### config.mk
export PLATFORM = sky130hd
export DESIGN_NAME = uart_rx_fifo_flat
export DESIGN_NICKNAME = d
export VERILOG_FILES = /design/src/rtl/uart_rx_fifo_if.sv /design/src/rtl/uart_rx_fifo.sv /design/src/flat_wrapper.sv
export SDC_FILE = /design/constraint.sdc
export NUM_CORES = 1
export LEC_CHECK = 0
export CORE_AREA = 2 2 127 129
export CTS_BUF_LIST = sky130_fd_sc_hd__clkbuf_4 sky130_fd_sc_hd__clkbuf_8
export CTS_CLUSTER_DIAMETER = 50
export DETAILED_ROUTE_END_ITERATION = 8
export DIE_AREA = 0 0 129 131
export GPL_TIMING_DRIVEN = 0
export PLACE_DENSITY_LB_ADDON = 0.08
export SLEW_MARGIN = 40
export SYNTH_ARGS = -nofsm -noshare
export SYNTH_HDL_FRONTEND = slang
export SYNTH_SLANG_ARGS = --single-unit
### constraint.sdc
create_clock -name clk -period 4.7 [get_ports clk]
set_clock_uncertainty 0.15 [all_clocks]
set_input_delay 0.705 -clock clk [delete_from_list [all_inputs] [get_ports clk]]
set_output_delay 0.705 -clock clk [all_outputs]
set_load 0.005 [all_outputs]
### src/rtl/uart_rx_fifo_if.sv
// Bundle of the byte-ingress strobe, the consumer valid/ready stream and the
// status/flow-control signals of the receive FIFO.
interface uart_rx_fifo_if #(
  parameter int DEPTH = 16
);
  localparam int LW = $clog2(DEPTH) + 1;

  logic          rdata_vld;
  logic [7:0]    rdata;
  logic [7:0]    m_data;
  logic          m_valid;
  logic          m_ready;
  logic [LW-1:0] level;
  logic          almost_full;
  logic          overflow;
  logic          ovf_clr;

  // master = environment (UART receiver + consumer), slave = the FIFO itself
  modport master (
    output rdata_vld, rdata, m_ready, ovf_clr,
    input  m_data, m_valid, level, almost_full, overflow
  );

  modport slave (
    input  rdata_vld, rdata, m_ready, ovf_clr,
    output m_data, m_valid, level, almost_full, overflow
  );
endinterface

### src/rtl/uart_rx_fifo.sv
// First-word-fall-through byte FIFO behind a UART receiver, with registered
// fill level, almost-full flow control and a sticky overflow flag.
module uart_rx_fifo #(
  parameter int DEPTH        = 16,
  parameter int AFULL_THRESH = 12
) (
  input  logic         clk,
  input  logic         rst,
  uart_rx_fifo_if.slave bus
);
  localparam int AW = $clog2(DEPTH);
  localparam int PW = AW + 1;
  localparam logic [PW-1:0] PTR_ONE   = PW'(1);
  localparam logic [PW-1:0] AFULL_LVL = PW'(AFULL_THRESH);

  // Handshake: a byte leaves the FIFO on a clock edge where m_valid and
  // m_ready are both 1; m_data is stable while m_valid=1 and m_ready=0.
  // The ingress side has no back-pressure: rdata_vld is a one-cycle strobe
  // and a byte arriving while full (with no same-cycle pop) is dropped.

  logic [7:0]    mem_q [DEPTH];
  logic [PW-1:0] wr_ptr_q, wr_ptr_d;
  logic [PW-1:0] rd_ptr_q, rd_ptr_d;
  logic [PW-1:0] level_q, level_d;
  logic          valid_q, valid_d;
  logic          afull_q, afull_d;
  logic          ovf_q, ovf_d;

  logic full;
  logic pop;
  logic push;
  logic drop;

  assign full = (wr_ptr_q[AW-1:0] == rd_ptr_q[AW-1:0]) &&
                (wr_ptr_q[AW]     != rd_ptr_q[AW]);
  assign pop  = valid_q && bus.m_ready;
  // A pop in the same cycle frees the head slot, so a push at full is legal.
  assign push = bus.rdata_vld && (!full || pop);
  assign drop = bus.rdata_vld && full && !pop;

  always_comb begin
    wr_ptr_d = wr_ptr_q;
    rd_ptr_d = rd_ptr_q;
    level_d  = level_q;
    ovf_d    = ovf_q;

    if (push) wr_ptr_d = wr_ptr_q + PTR_ONE;
    if (pop)  rd_ptr_d = rd_ptr_q + PTR_ONE;

    if (push && !pop)      level_d = level_q + PTR_ONE;
    else if (pop && !push) level_d = level_q - PTR_ONE;

    // A fresh drop outranks a clear in the same cycle.
    if (drop)             ovf_d = 1'b1;
    else if (bus.ovf_clr) ovf_d = 1'b0;

    valid_d = (level_d != '0);
    afull_d = (level_d >= AFULL_LVL);
  end

  always_ff @(posedge clk or posedge rst) begin
    if (rst) begin
      wr_ptr_q <= '0;
      rd_ptr_q <= '0;
      level_q  <= '0;
      valid_q  <= 1'b0;
      afull_q  <= 1'b0;
      ovf_q    <= 1'b0;
    end else begin
      wr_ptr_q <= wr_ptr_d;
      rd_ptr_q <= rd_ptr_d;
      level_q  <= level_d;
      valid_q  <= valid_d;
      afull_q  <= afull_d;
      ovf_q    <= ovf_d;
    end
  end

  // Storage is deliberately left out of reset.
  always_ff @(posedge clk) begin
    if (push) mem_q[wr_ptr_q[AW-1:0]] <= bus.rdata;
  end

  assign bus.m_data      = mem_q[rd_ptr_q[AW-1:0]];
  assign bus.m_valid     = valid_q;
  assign bus.level       = level_q;
  assign bus.almost_full = afull_q;
  assign bus.overflow    = ovf_q;
endmodule

### src/flat_wrapper.sv
// flat-port wrapper written by rule: the top's interface ports become plain ports
module uart_rx_fifo_flat 
#(
  parameter int DEPTH        = 16,
  parameter int AFULL_THRESH = 12
)
  (clk, rst, bus_rdata_vld, bus_rdata, bus_m_ready, bus_ovf_clr, bus_m_data, bus_m_valid, bus_level, bus_almost_full, bus_overflow);
  uart_rx_fifo_if #(.DEPTH(DEPTH)) bus_i ();
  input  logic clk;
  input  logic rst;
  input wire logic [$bits(bus_i.rdata_vld)-1:0] bus_rdata_vld;
  input wire logic [$bits(bus_i.rdata)-1:0] bus_rdata;
  input wire logic [$bits(bus_i.m_ready)-1:0] bus_m_ready;
  input wire logic [$bits(bus_i.ovf_clr)-1:0] bus_ovf_clr;
  output wire logic [$bits(bus_i.m_data)-1:0] bus_m_data;
  output wire logic [$bits(bus_i.m_valid)-1:0] bus_m_valid;
  output wire logic [$bits(bus_i.level)-1:0] bus_level;
  output wire logic [$bits(bus_i.almost_full)-1:0] bus_almost_full;
  output wire logic [$bits(bus_i.overflow)-1:0] bus_overflow;
  assign bus_i.rdata_vld = bus_rdata_vld;
  assign bus_i.rdata = bus_rdata;
  assign bus_i.m_ready = bus_m_ready;
  assign bus_i.ovf_clr = bus_ovf_clr;
  assign bus_m_data = bus_i.m_data;
  assign bus_m_valid = bus_i.m_valid;
  assign bus_level = bus_i.level;
  assign bus_almost_full = bus_i.almost_full;
  assign bus_overflow = bus_i.overflow;
  uart_rx_fifo #(.DEPTH(DEPTH), .AFULL_THRESH(AFULL_THRESH)) u_core (.clk(clk), .rst(rst), .bus(bus_i));
endmodule
==> impl_metrics.env, run 1 <==
export IMPL_max_stage_delay_ns=0.59
export IMPL_drive_above_1_share_pct=19.20
export IMPL_die_w_um=129
export IMPL_layout_common_cells="128 x edfxtp_1, 32 x mux4_2, 28 x clkdlybuf4s50_1, 18 x dfrtp_1, 17 x clkbuf_8"
export IMPL_hp_start="u_core.wr_ptr_q[4]"
export IMPL_antenna_cells=0
export IMPL_antenna_found_initial=0
export IMPL_crit_arrival_ns=3.21
export IMPL_dp_hpwl_mm=8.691
export IMPL_drc=0
export IMPL_reg2reg_slack_ns=2.26
export IMPL_holdWs_ns=0.3385
export IMPL_min_period_ns=4.066
export IMPL_globalplace_congestion=0.8003
export IMPL_period_share_pct=86.51
export IMPL_dp_cells=587
export IMPL_nets=410
export IMPL_core_um2=15600
export IMPL_yosys_warnings=0
export IMPL_antenna_left=0
export IMPL_hold_viol_final=0
export IMPL_min_to="u_core.wr_ptr_q[4]"
export IMPL_gr_total_overflow=0
export IMPL_routedWlPerCell_um=22.31
export IMPL_ctsHoldBuffers=0
export IMPL_syn_inst=342
export IMPL_hold_class="reg -> reg"
export IMPL_pin_count=29
export IMPL_path_max_fanout=10
export IMPL_clock_tree_buffer_depth=2
export IMPL_ys_ff_latch=146
export IMPL_synth_nets=362
export IMPL_tightest_slew_ns=0.7089
export IMPL_max_freq_mhz=245.9
export IMPL_cp_data_required_time_ns=3.85
export IMPL_cts_resized_gates=0
export IMPL_setup_tns_ns=0
export IMPL_n_fill_cell=1393
export IMPL_path_clk_slew_ns=0.07
export IMPL_rsz0062_at_grt="false"
export IMPL_p_leak_nw=2.373
export IMPL_rows=46
export IMPL_cts_root_buffer="clkbuf_8"
export IMPL_area_delta_synth_final_pct=15.21
export IMPL_grt_max_degree=19
export IMPL_cp_slowest_cell="buf_1"
export IMPL_worstSetupEndpointType="primary output"
export IMPL_die_height_um=131
export IMPL_grt_pass1_wl_mm=20.41
export IMPL_hold_depth=1
export IMPL_maxSlewViolCount=0
export IMPL_synthTopCellsByArea="edfxtp_1 63%, mux4_2 12%, dfrtp_1 7.4%"
export IMPL_wirelength_mm=13.76
export IMPL_cp_start_kind="flop"
export IMPL_worst_slack_ns=0.6340
export IMPL_reg2reg_depth=5
export IMPL_setup_violations_final=0
export IMPL_ir_drop_mv=0.2333
export IMPL_pre_cts_ws_ns=1.119
export IMPL_numPortBuffers=28
export IMPL_reg2reg_to="u_core.mem_q[8][2]"
export IMPL_yosysSeqAreaShare_pct=70.53
export IMPL_power_density_nw_per_um2=590.7
export IMPL_numCtsBuffers=17
export IMPL_crit_chain="buf_2 -> buf_1 -> buf_1 -> a211oi_1 -> a21oi_1 -> clkdlybuf4s50_1"
export IMPL_slew_headroom_pct=52.59
export IMPL_groute_usage_overall_pct=17.53
export IMPL_initial_utilization_pct=39.03
export IMPL_clock_sinks=146
export IMPL_r2r_start="u_core.bus.m_valid"
export IMPL_clk_latency_ns=0.44
export IMPL_dieArea_um2=16900
export IMPL_cts_setup_buffers=0
export IMPL_post_layout_nonfiller_instances=617
export IMPL_maxCapViolCount=0
export IMPL_yosysTopAreaCellShare_pct=63.13
export IMPL_status="finished clean"
export IMPL_num_vias=3161
export IMPL_grt_pass1_vias=3253
export IMPL_regArea_um2=4294
export IMPL_cts_tree="yes"
export IMPL_syn_area_per_cell_um2=17.80
export IMPL_htreeDepth=4
export IMPL_dr_pass1_iters=4
export IMPL_synth_top_cell_by_area="edfxtp_1"
export IMPL_layout_commonest_cell="edfxtp_1"
export IMPL_crit_type="reg -> out"
export IMPL_drtIter0Drc=225
export IMPL_synth_cell_types=39
export IMPL_synth_area_um2=6088
export IMPL_multiInputGateArea_um2=1650
export IMPL_cp_common_cell="buf_1"
export IMPL_avgViaCountPerCell=5.123
stage by stage:
stage | power [mW] | cell area [µm²] | util, %
after detailed placement | 3.258 | 6649 | 42.63
final | 4.143 | 7014 | 44.97
after floorplan | 2.666 | 6088 | -
after global placement | 3.243 | 6639 | 42.56
after CTS | 4.194 | 7014 | 44.97
after global routing | 4.376 | 7014 | 44.97
kinds of logic (layout without fill, tap and decap cells):
group | after synthesis | count (layout) | synth area share [%]
DFF | 146 | 146 | 70.53
and+or+nand+nor | 65 | 65 | 5.960
muxes | 42 | 42 | 13.48
AOI/OAI and AO/OA | 37 | 37 | 3.987
buffers and inverters | 30 | 89 | 2.446
xor gates and xnor gates | 15 | 15 | 2.158
adders and majority gates | 7 | 7 | 1.438
critical path, delay by kind of cell (launching register included):
kind                   cells  cell delay, ns
buffers and inverters      4            1.93
AOI/OAI and AO/OA          2            0.48
DFF                        1            0.35
Yosys cell counts:
master / instances
a2111oi_0: 2
a211oi_1: 10
a21bo_1: 1
a21oi_1: 13
a32oi_1: 1
and2_1: 2
and3_1: 15
and3_4: 1
and4_1: 2
buf_1: 2
buf_2: 8
buf_4: 3
buf_6: 2
clkbuf_1: 5
dfrtp_1: 18
edfxtp_1: 128
ha_1: 7
inv_1: 10
mux2i_1: 10
mux4_2: 32
nand2_1: 11
nand2b_1: 1
nand3_1: 4
nand4_1: 3
nand4b_1: 1
nor2_1: 7
nor2b_1: 10
nor3_1: 5
o211ai_1: 1
o21ai_0: 2
o21ai_1: 2
o221ai_1: 1
o22ai_1: 2
o311ai_1: 1
o31a_1: 1
or2_1: 1
or3_1: 2
xnor2_1: 11
xor2_1: 4
per-layer routing:
layer / vias to the layer above / track usage [%] / routed length [µm] / share of wire (%)
met2: 64 / 28.04 / 6806 / 49
li1: 1453 / - / - / -
met3: 10 / 4.357 / 667 / 4.8
met1: 1634 / 24.26 / 6184 / 45
met4: 0 / 4.604 / 104 / 0.76
met5: - / 0 / 0 / 0
final cells by class:
class,count,share of cell area (%)
plain buffers,20,1.588
clock buffers,23,3.978
clock inverters,7,1.231
inverters,10,0.5351
multi-input cells,166,23.53
flip-flops and latches,146,61.22
well taps,216,3.853
repair buffers,29,4.067
flip-flops by register name, summed over array words and instances (netlist names):
name and flops:
u_core.mem_q 128, u_core.bus.level 5, u_core.rd_ptr_q 5, u_core.wr_ptr_q 5, u_core.bus.almost_full 1, u_core.bus.m_valid 1
u_core.bus.overflow 1
power by group:
part	switching [mW]	total (mW)	leakage, nW	internal, mW
combinational	0.835	1.54	0.818	0.707
sequential	0.0741	1.66	1.36	1.59
clock	0.442	0.938	0.192	0.496
how the worst max path moves through the flow:
stage                                   from  cells past startpoint  slack, ns                 end
after floorplan                  bus_m_ready                      6       2.16  u_core.mem_q[3][0]
after global placement           bus_m_ready                      7       0.78  u_core.mem_q[3][7]
after detailed placement  u_core.rd_ptr_q[1]                      6       1.12       bus_m_data[0]
after CTS                 u_core.rd_ptr_q[1]                      6       0.63       bus_m_data[0]
after global routing      u_core.rd_ptr_q[1]                      6       0.47       bus_m_data[3]
final                     u_core.rd_ptr_q[1]                      6       0.63       bus_m_data[7]
No activity file was read; power rests on OpenSTA's default activity.
==> run 2, diff against run 1 <==
--- a/config.mk
+++ b/config.mk
@@ -6,7 +6,6 @@
 export NUM_CORES = 1
 export LEC_CHECK = 0
 export CORE_AREA = 2 2 127 129
-export CTS_BUF_LIST = sky130_fd_sc_hd__clkbuf_4 sky130_fd_sc_hd__clkbuf_8
 export CTS_CLUSTER_DIAMETER = 50
 export DETAILED_ROUTE_END_ITERATION = 8
 export DIE_AREA = 0 0 129 131
==> run 2 against run 1 <==
  * Utilization increased by 1.1 points
  * Critical endpoint unchanged
  * Clock power increased by 33%
  * Final cell count unchanged
  * Global-route usage increased by 0.10 points
  * Largest power group unchanged
==> impl_metrics.env, run 2 (synthesized netlist as in run 1, its figures left out) <==
export IMPL_power_density_nw_per_um2=619.5
export IMPL_p_leak_nw=2.440
export IMPL_clock_sinks=146
export IMPL_layout_common_cells="128 x edfxtp_1, 32 x mux4_2, 28 x clkdlybuf4s50_1, 18 x dfrtp_1, 17 x clkbuf_16"
export IMPL_cts_root_buffer="clkbuf_16"
export IMPL_status="finished clean"
export IMPL_dp_hpwl_mm=8.691
export IMPL_max_stage_delay_ns=0.58
export IMPL_drive_above_1_share_pct=17.71
export IMPL_pin_count=29
export IMPL_min_period_ns=4.007
export IMPL_initial_utilization_pct=39.03
export IMPL_numPortBuffers=28
export IMPL_wirelength_mm=13.72
export IMPL_clk_latency_ns=0.41
export IMPL_dr_pass1_iters=5
export IMPL_max_freq_mhz=249.5
export IMPL_numCtsBuffers=17
export IMPL_worstSetupEndpointType="primary output"
export IMPL_crit_arrival_ns=3.15
export IMPL_antenna_found_initial=0
export IMPL_cp_common_cell="buf_1"
export IMPL_cp_slowest_cell="buf_1"
export IMPL_htreeDepth=4
export IMPL_grt_pass1_vias=3220
export IMPL_crit_chain="buf_2 -> buf_1 -> buf_1 -> a211oi_1 -> a21oi_1 -> clkdlybuf4s50_1"
export IMPL_die_height_um=131
export IMPL_maxSlewViolCount=0
export IMPL_largest_register_ffs=128
export IMPL_drtIter0Drc=237
export IMPL_maxCapViolCount=0
export IMPL_slew_headroom_pct=50.07
export IMPL_nets=410
export IMPL_cts_resized_gates=0
export IMPL_drc=0
export IMPL_final_util_pct=46.05
export IMPL_ir_drop_mv=0.3611
export IMPL_hold_class="reg -> reg"
export IMPL_cts_tree="yes"
export IMPL_rsz0062_at_grt="false"
export IMPL_globalplace_congestion=0.8003
export IMPL_cp_start_kind="flop"
export IMPL_period_share_pct=85.26
export IMPL_gr_total_overflow=0
export IMPL_grt_pass1_wl_mm=20.46
export IMPL_dieArea_um2=16900
export IMPL_num_vias=3193
export IMPL_setup_tns_ns=0
export IMPL_routedWlPerCell_um=22.24
export IMPL_crit_type="reg -> out"
export IMPL_path_max_fanout=10
export IMPL_layout_commonest_cell="edfxtp_1"
export IMPL_n_fill_cell=1373
export IMPL_area_delta_synth_final_pct=17.98
export IMPL_setup_violations_final=0
export IMPL_clock_tree_buffer_depth=2
export IMPL_rows=46
export IMPL_path_clk_slew_ns=0.05
export IMPL_groute_usage_overall_pct=17.63
export IMPL_cts_setup_buffers=0
export IMPL_hold_viol_final=0
export IMPL_antenna_left=0
export IMPL_tightest_slew_ns=0.7467
export IMPL_ctsHoldBuffers=0
export IMPL_cp_data_required_time_ns=3.85
export IMPL_grt_max_degree=19
export IMPL_antenna_cells=0
export IMPL_core_um2=15600
export IMPL_die_w_um=129
export IMPL_avgViaCountPerCell=5.175
## run 2: per-layer routing
metal	routed length (µm)	GRT usage, %	share of wire [%]
met5	0	0	0
met4	82	5.051	0.60
met3	583	4.601	4.2
met2	6791	27.79	49
met1	6263	24.44	46
## run 2: area by class of cell
class / count / area [µm²] / share of cell area, %
buffer: 20 / 111.4 / 1.550
timing repair buffer: 29 / 285.3 / 3.971
clock buffer: 23 / 447.9 / 6.236
clock inverter: 7 / 86.33 / 1.202
sequential: 146 / 4294 / 59.78
inverter: 10 / 37.54 / 0.5226
multi-input combinational: 166 / 1650 / 22.98
tap: 216 / 270.3 / 3.762
## run 2: worst max-delay path: cells and delay by family (launching register included)
kind / cells / cell delay (ns)
buf+inv: 4 / 1.92
compound gates: 2 / 0.46
flops: 1 / 0.34
## run 2: final timing paths
kind	cells after the start	slack, ns	endpoint	from
worst max-delay path	6	0.69	bus_m_data[7]	u_core.rd_ptr_q[1]
worst min-delay path	1	0.34	u_core.wr_ptr_q[4]	u_core.wr_ptr_q[4]
worst max register to register	5	2.27	u_core.mem_q[8][2]	u_core.bus.m_valid
worst min register to register	1	0.34	u_core.wr_ptr_q[4]	u_core.wr_ptr_q[4]
max in group asynchronous	2	3.59	u_core.bus.overflow	rst
min in group asynchronous	2	0.46	u_core.bus.level[1]	rst
## run 2: stage by stage
| stage | std cells | power [mW] | instance area, µm² | hold slack, ns | setup WS (ns) |
|---|---|---|---|---|---|
| final | 617 | 4.450 | 7183 | 0.3360 | 0.6926 |
| after global routing | 617 | 4.701 | 7183 | 0.3658 | 0.5098 |
| after CTS | 617 | 4.514 | 7183 | 0.3355 | 0.6618 |
| after detailed placement | 587 | 3.258 | 6649 | 0.3273 | 1.119 |
| after global placement | 586 | 3.243 | 6639 | 0.3249 | 0.7756 |
| after floorplan | 342 | 2.666 | 6088 | 0.3104 | 2.163 |
## run 2: power breakdown
group          total (mW)  leakage [nW]  switching, mW  internal, mW
clock network        1.25         0.258          0.477         0.770
registers            1.67          1.36         0.0738          1.59
logic                1.54         0.818          0.831         0.706
total                4.45          2.44           1.38          3.07
==> run 3, diff against run 2 <==
==> constraint.sdc (replaced) <==
create_clock -name clk -period 5.08 [get_ports clk]
set_clock_uncertainty 0.15 [all_clocks]
set_input_delay 0.762 -clock clk [delete_from_list [all_inputs] [get_ports clk]]
set_output_delay 0.762 -clock clk [all_outputs]
set_load 0.005 [all_outputs]
==> results of run 3 <==
Same layout as run 2 (identical final DEF). Status: finished clean.
Among the figures that moved: setup slack after placement 1.119 ns -> 1.442 ns; setup slack after layout 0.6926 ns -> 1.016 ns; register-to-register setup slack 2.27 ns -> 2.65 ns; total power 4.450 mW -> 4.117 mW; worst IR drop on VDD 0.3611 mV -> 0.3341 mV
==> RTL edit 1 (config.mk and constraints of run 3) <==
`DEPTH` is set to 16 in 3 places; all go to 32.
--- a/src/rtl/uart_rx_fifo_if.sv
+++ b/src/rtl/uart_rx_fifo_if.sv
@@ -3,3 +3,3 @@
 interface uart_rx_fifo_if #(
-  parameter int DEPTH = 16
+  parameter int DEPTH = 32
 );
--- a/src/rtl/uart_rx_fifo.sv
+++ b/src/rtl/uart_rx_fifo.sv
@@ -3,3 +3,3 @@
 module uart_rx_fifo #(
-  parameter int DEPTH        = 16,
+  parameter int DEPTH        = 32,
   parameter int AFULL_THRESH = 12
--- a/src/flat_wrapper.sv
+++ b/src/flat_wrapper.sv
@@ -3,3 +3,3 @@
 #(
-  parameter int DEPTH        = 16,
+  parameter int DEPTH        = 32,
   parameter int AFULL_THRESH = 12
Ports: changed (resized bus_level); port bits go from 29 to 30. No check against the original RTL was run, so the function may have changed too.
==> RTL edit 1 against run 3 <==
- maximum frequency down 16%
- sequential cell count is 131 higher
- total power increased by 72%
- worst setup slack got worse by 0.77 ns
- design area increased by 73%
- core utilization rose by 34 points
- wire length grew 72%
- synthesized area is 82% higher
- critical path type unchanged
- largest cell class unchanged
- largest power group unchanged
==> RTL edit 1: results (changes against run 3) <==
| Metric | Value |
|---|---|
| Status | `finished, final reports clean` |
| Amount of wire on met2 after detailed routing | `11510 um (+69%)` |
| Leakage component of the power | `3.964 nW (+62%)` |
| Synth top cells by count | `256 x sky130_fd_sc_hd__edfxtp_1, 80 x sky130_fd_sc_hd__mux4_2, 40 x sky130_fd_sc_hd__nor2_1` |
| Vias in the first global route | `5581 (+73%)` |
| Number of nets at the end of the flow | `605 (+48%)` |
| Startpoint of the lowest-slack hold path | `u_core.rd_ptr_q[5]` |
| Wire length of the first global-routing pass | `34930 um (+71%)` |
| Final non-filler cell total | `820 (+33%)` |
| Worst hold slack after final layout | `0.3388 ns (+0.002735 ns)` |
| Cell with the largest stage delay on the worst path | `sky130_fd_sc_hd__clkbuf_1` |
| Period utilization | `95.22% (+15 points)` |
| Worst hold endpoint | `u_core.rd_ptr_q[5]` |
| Routed met3 length | `2391 um (+310%)` |
| CP Data Arrival Time | `3.92 ns (+0.77 ns)` |
| Post-route met1 wirelength | `9081 um (+45%)` |
| Initial DRC Count | `642 (+170%)` |
| Cell types occupying the most area after synthesis | `sky130_fd_sc_hd__edfxtp_1 70%, sky130_fd_sc_hd__mux4_2 16%, sky130_fd_sc_hd__dfrtp_1 4.8%` |
| Max reg flops | `256 (+100%)` |
| Reg2Reg Launch Point | `u_core.rd_ptr_q[0]` |
| Syn_area_per_cell | `20.95 um^2 (+18%)` |
| Fraction of layout cells with a size suffix above 1 | `25.00% (+7.3 points)` |
| Layout fillers | `762 (-45%)` |
| Share of total power consumed by net switching | `30.29% (-0.77 points)` |
| IR drop worst, VDD | `0.4472 mV (+34%)` |
| Highest metal layer with signal wires | `met5` |
| Count of cells along the worst register-to-register path | `8 (+3)` |
| H-tree depth | `1 (-3)` |
| Portion of the post-synthesis area used by sequential elements | `74.26% (+3.7 points)` |
| RePlAce Congestion | `0.8635 (+7.9%)` |
| All-Layer GR Usage | `29.59% (+12 points)` |
| Buffer levels on the longest clock path | `3 (+1)` |
| Clock Latency Late Sink | `0.52 ns (+0.11 ns)` |
| Placed insts | `772 (+32%)` |
| Num CTS Buffers | `27 (+10)` |
==> RTL edit 1: logic make-up after synthesis <==
family	share of synthesized area (%)
AO/OA/AOI/OAI	1.018
XOR/XNOR	1.663
adder cells (fa/ha/maj)	0.7919
buffers and inverters	1.437
flip-flops	74.26
multiplexers	17.21
AND/OR/NAND/NOR	3.620
==> RTL edit 1: layout make-up <==
cell class                      count  area [um^2]  area share [%]
Buffer                             25        128.9           1.038
Clock buffer                       33        698.2           5.623
Clock inverter                     15        138.9           1.118
Inverter                            8        30.03          0.2418
Tap cell                          216        270.3           2.177
Multi-Input combinational cell    218         2698           21.73
Timing Repair Buffer               28        240.2           1.935
Sequential cell                   277         8213           66.14
==> RTL edit 1: worst max-delay path by stage <==
| stage | endpoint | start |
|---|---|---|
| 3_5_place_dp | bus_m_data[3] | u_core.rd_ptr_q[1] |
| 6_report | bus_m_data[7] | u_core.rd_ptr_q[1] |
| 4_1_cts | bus_m_data[1] | u_core.rd_ptr_q[1] |
| 5_1_grt | bus_m_data[4] | u_core.rd_ptr_q[1] |
| 2_1_floorplan | bus_m_data[0] | u_core.rd_ptr_q[1] |
| 3_3_place_gp | bus_m_data[3] | u_core.rd_ptr_q[1] |
==> RTL edit 1: layer usage <==
| metal | track usage [%] | vias to the layer above |
|---|---|---|
| li1 | - | 2275 |
| met1 | 42.24 | 2839 |
| met2 | 47.15 | 325 |
| met3 | 7.329 | 48 |
| met4 | 8.568 | 2 |
| met5 | 0 | - |
==> RTL edit 1: power groups by stage <==
stage / sequential [mW] / clock, mW / combinational, mW
finish: 2.83 / 1.90 / 2.35
global route: 2.85 / 2.00 / 2.49
CTS: 2.83 / 1.91 / 2.34
detailed placement: 2.87 / 0 / 2.29
global placement: 2.86 / 0 / 2.26
floorplan: 2.83 / 0 / 1.51
==> RTL edit 2 (config.mk and constraints of run 3) <==
Without the edit above. Make the reset (`rst`) synchronous in one clocked block.
--- a/src/rtl/uart_rx_fifo.sv
+++ b/src/rtl/uart_rx_fifo.sv
@@ -60,3 +60,3 @@
 
-  always_ff @(posedge clk or posedge rst) begin
+  always_ff @(posedge clk) begin
     if (rst) begin
Behaviour: differs if rst is asserted again (counterexample within 4 cycles, from zero or initial values and one cycle with rst high); with rst held inactive, the same outputs for 10 cycles.
==> RTL edit 2 against run 3 <==
- core utilization rose by 0.35 points
- register-to-register slack got worse by 0.14 ns
- maximum frequency increased by 7.5%
- wire length fell by 7.6%
- first-iteration DRC count down 19%
- sequential cell count up 4
- synthesized area shrank 1.3%
- worst setup slack improved by 0.28 ns
- critical path depth shrank 2
- synthesized cell count fell by 5.8%
- design area up 0.77%
- critical path type unchanged
- critical endpoint is now bus_m_data[5]
- largest cell class unchanged
Power is not compared: it rests on default switching activity, and its combinational part moved more than twofold at a synthesized area within 25%.
==> RTL edit 2: results (changes against run 3) <==
| Metric | Value |
|---|---|
| Reg2Reg Capture Point | `u_core.mem_q[0][3]` |
| Cell types occupying the most area after synthesis | `sky130_fd_sc_hd__edfxtp_1 64%, sky130_fd_sc_hd__mux4_2 15%, sky130_fd_sc_hd__dfxtp_1 7.3%` |
| Worst setup slack before clock tree synthesis | `1.568 ns (+0.1263 ns)` |
| Status | `finished, final reports clean` |
| Layout overhead on the synthesized area | `20.50%` |
| Placed cell area | `0.006608 mm^2 (-0.62%)` |
| Worst hold endpoint | `u_core.wr_ptr_q[4]` |
| All-Layer GR Usage | `16.41% (-1.2 points)` |
| Non-clk invs | `6 (-4)` |
| Placed insts | `569 (-3.1%)` |
| Number of nets at the end of the flow | `392 (-4.4%)` |
| Portion of the post-synthesis area used by sequential elements | `71.32% (+0.79 points)` |
| Synth top cells by count | `128 x sky130_fd_sc_hd__edfxtp_1, 40 x sky130_fd_sc_hd__mux4_2, 31 x sky130_fd_sc_hd__nor2_1` |
| Critical Path End | `bus_m_data[5]` |
| Layout fillers | `1369 (-0.29%)` |
| Count of cells along the worst register-to-register path | `6 (+1)` |
| Clock buffer count in the final layout | `21 (-8.7%)` |
| Reg2Reg Launch Point | `u_core.bus.m_valid` |
| Net count after synthesis | `342 (-5.5%)` |
| Number of input and output port buffers inserted | `27 (-3.6%)` |
| Total clock sinks | `150 (+2.7%)` |
| Relative max-transition margin | `50.86% (+0.79 points)` |
| Share of flip-flops with an asynchronous set or reset after synthesis | `0% (-12 points)` |
| Routed length per placed instance | `21.10 um (-5.1%)` |
| Wire length of the first global-routing pass | `19200 um (-6.2%)` |
| Fraction of layout cells with a size suffix above 1 | `27.01% (+9.3 points)` |
| Sequential cell area | `0.004284 mm^2 (-0.23%)` |
-- RTL edit 2: layer usage --
metal | up-vias | share of wire, % | routed length [um] | track usage [%]
li1 | 1381 | - | - | -
met1 | 1536 | 46 | 5789 | 22.01
met2 | 54 | 49 | 6243 | 26.46
met3 | 14 | 3.8 | 480 | 3.746
met4 | 0 | 1.3 | 168 | 6.138
met5 | - | 0 | 0 | 0
-- RTL edit 2: power breakdown --
group | switching (mW) | internal [mW] | leakage, nW | total (mW)
Clock | 0.486 | 0.801 | 0.290 | 1.29
Sequential | 0.0170 | 1.36 | 1.34 | 1.38
Combinational | 0.134 | 0.137 | 0.662 | 0.270
Total | 0.636 | 2.30 | 2.29 | 2.93
-- RTL edit 2: kinds of logic after synthesis --
kind of cell	after synthesis	synth area share [%]
muxes	45	15.83
AOI/OAI and AO/OA	19	2.416
xor gates and xnor gates	15	2.187
adders and majority gates	7	1.458
and+or+nand+nor	64	5.103
DFF	150	71.32
buffers and inverters	22	1.687
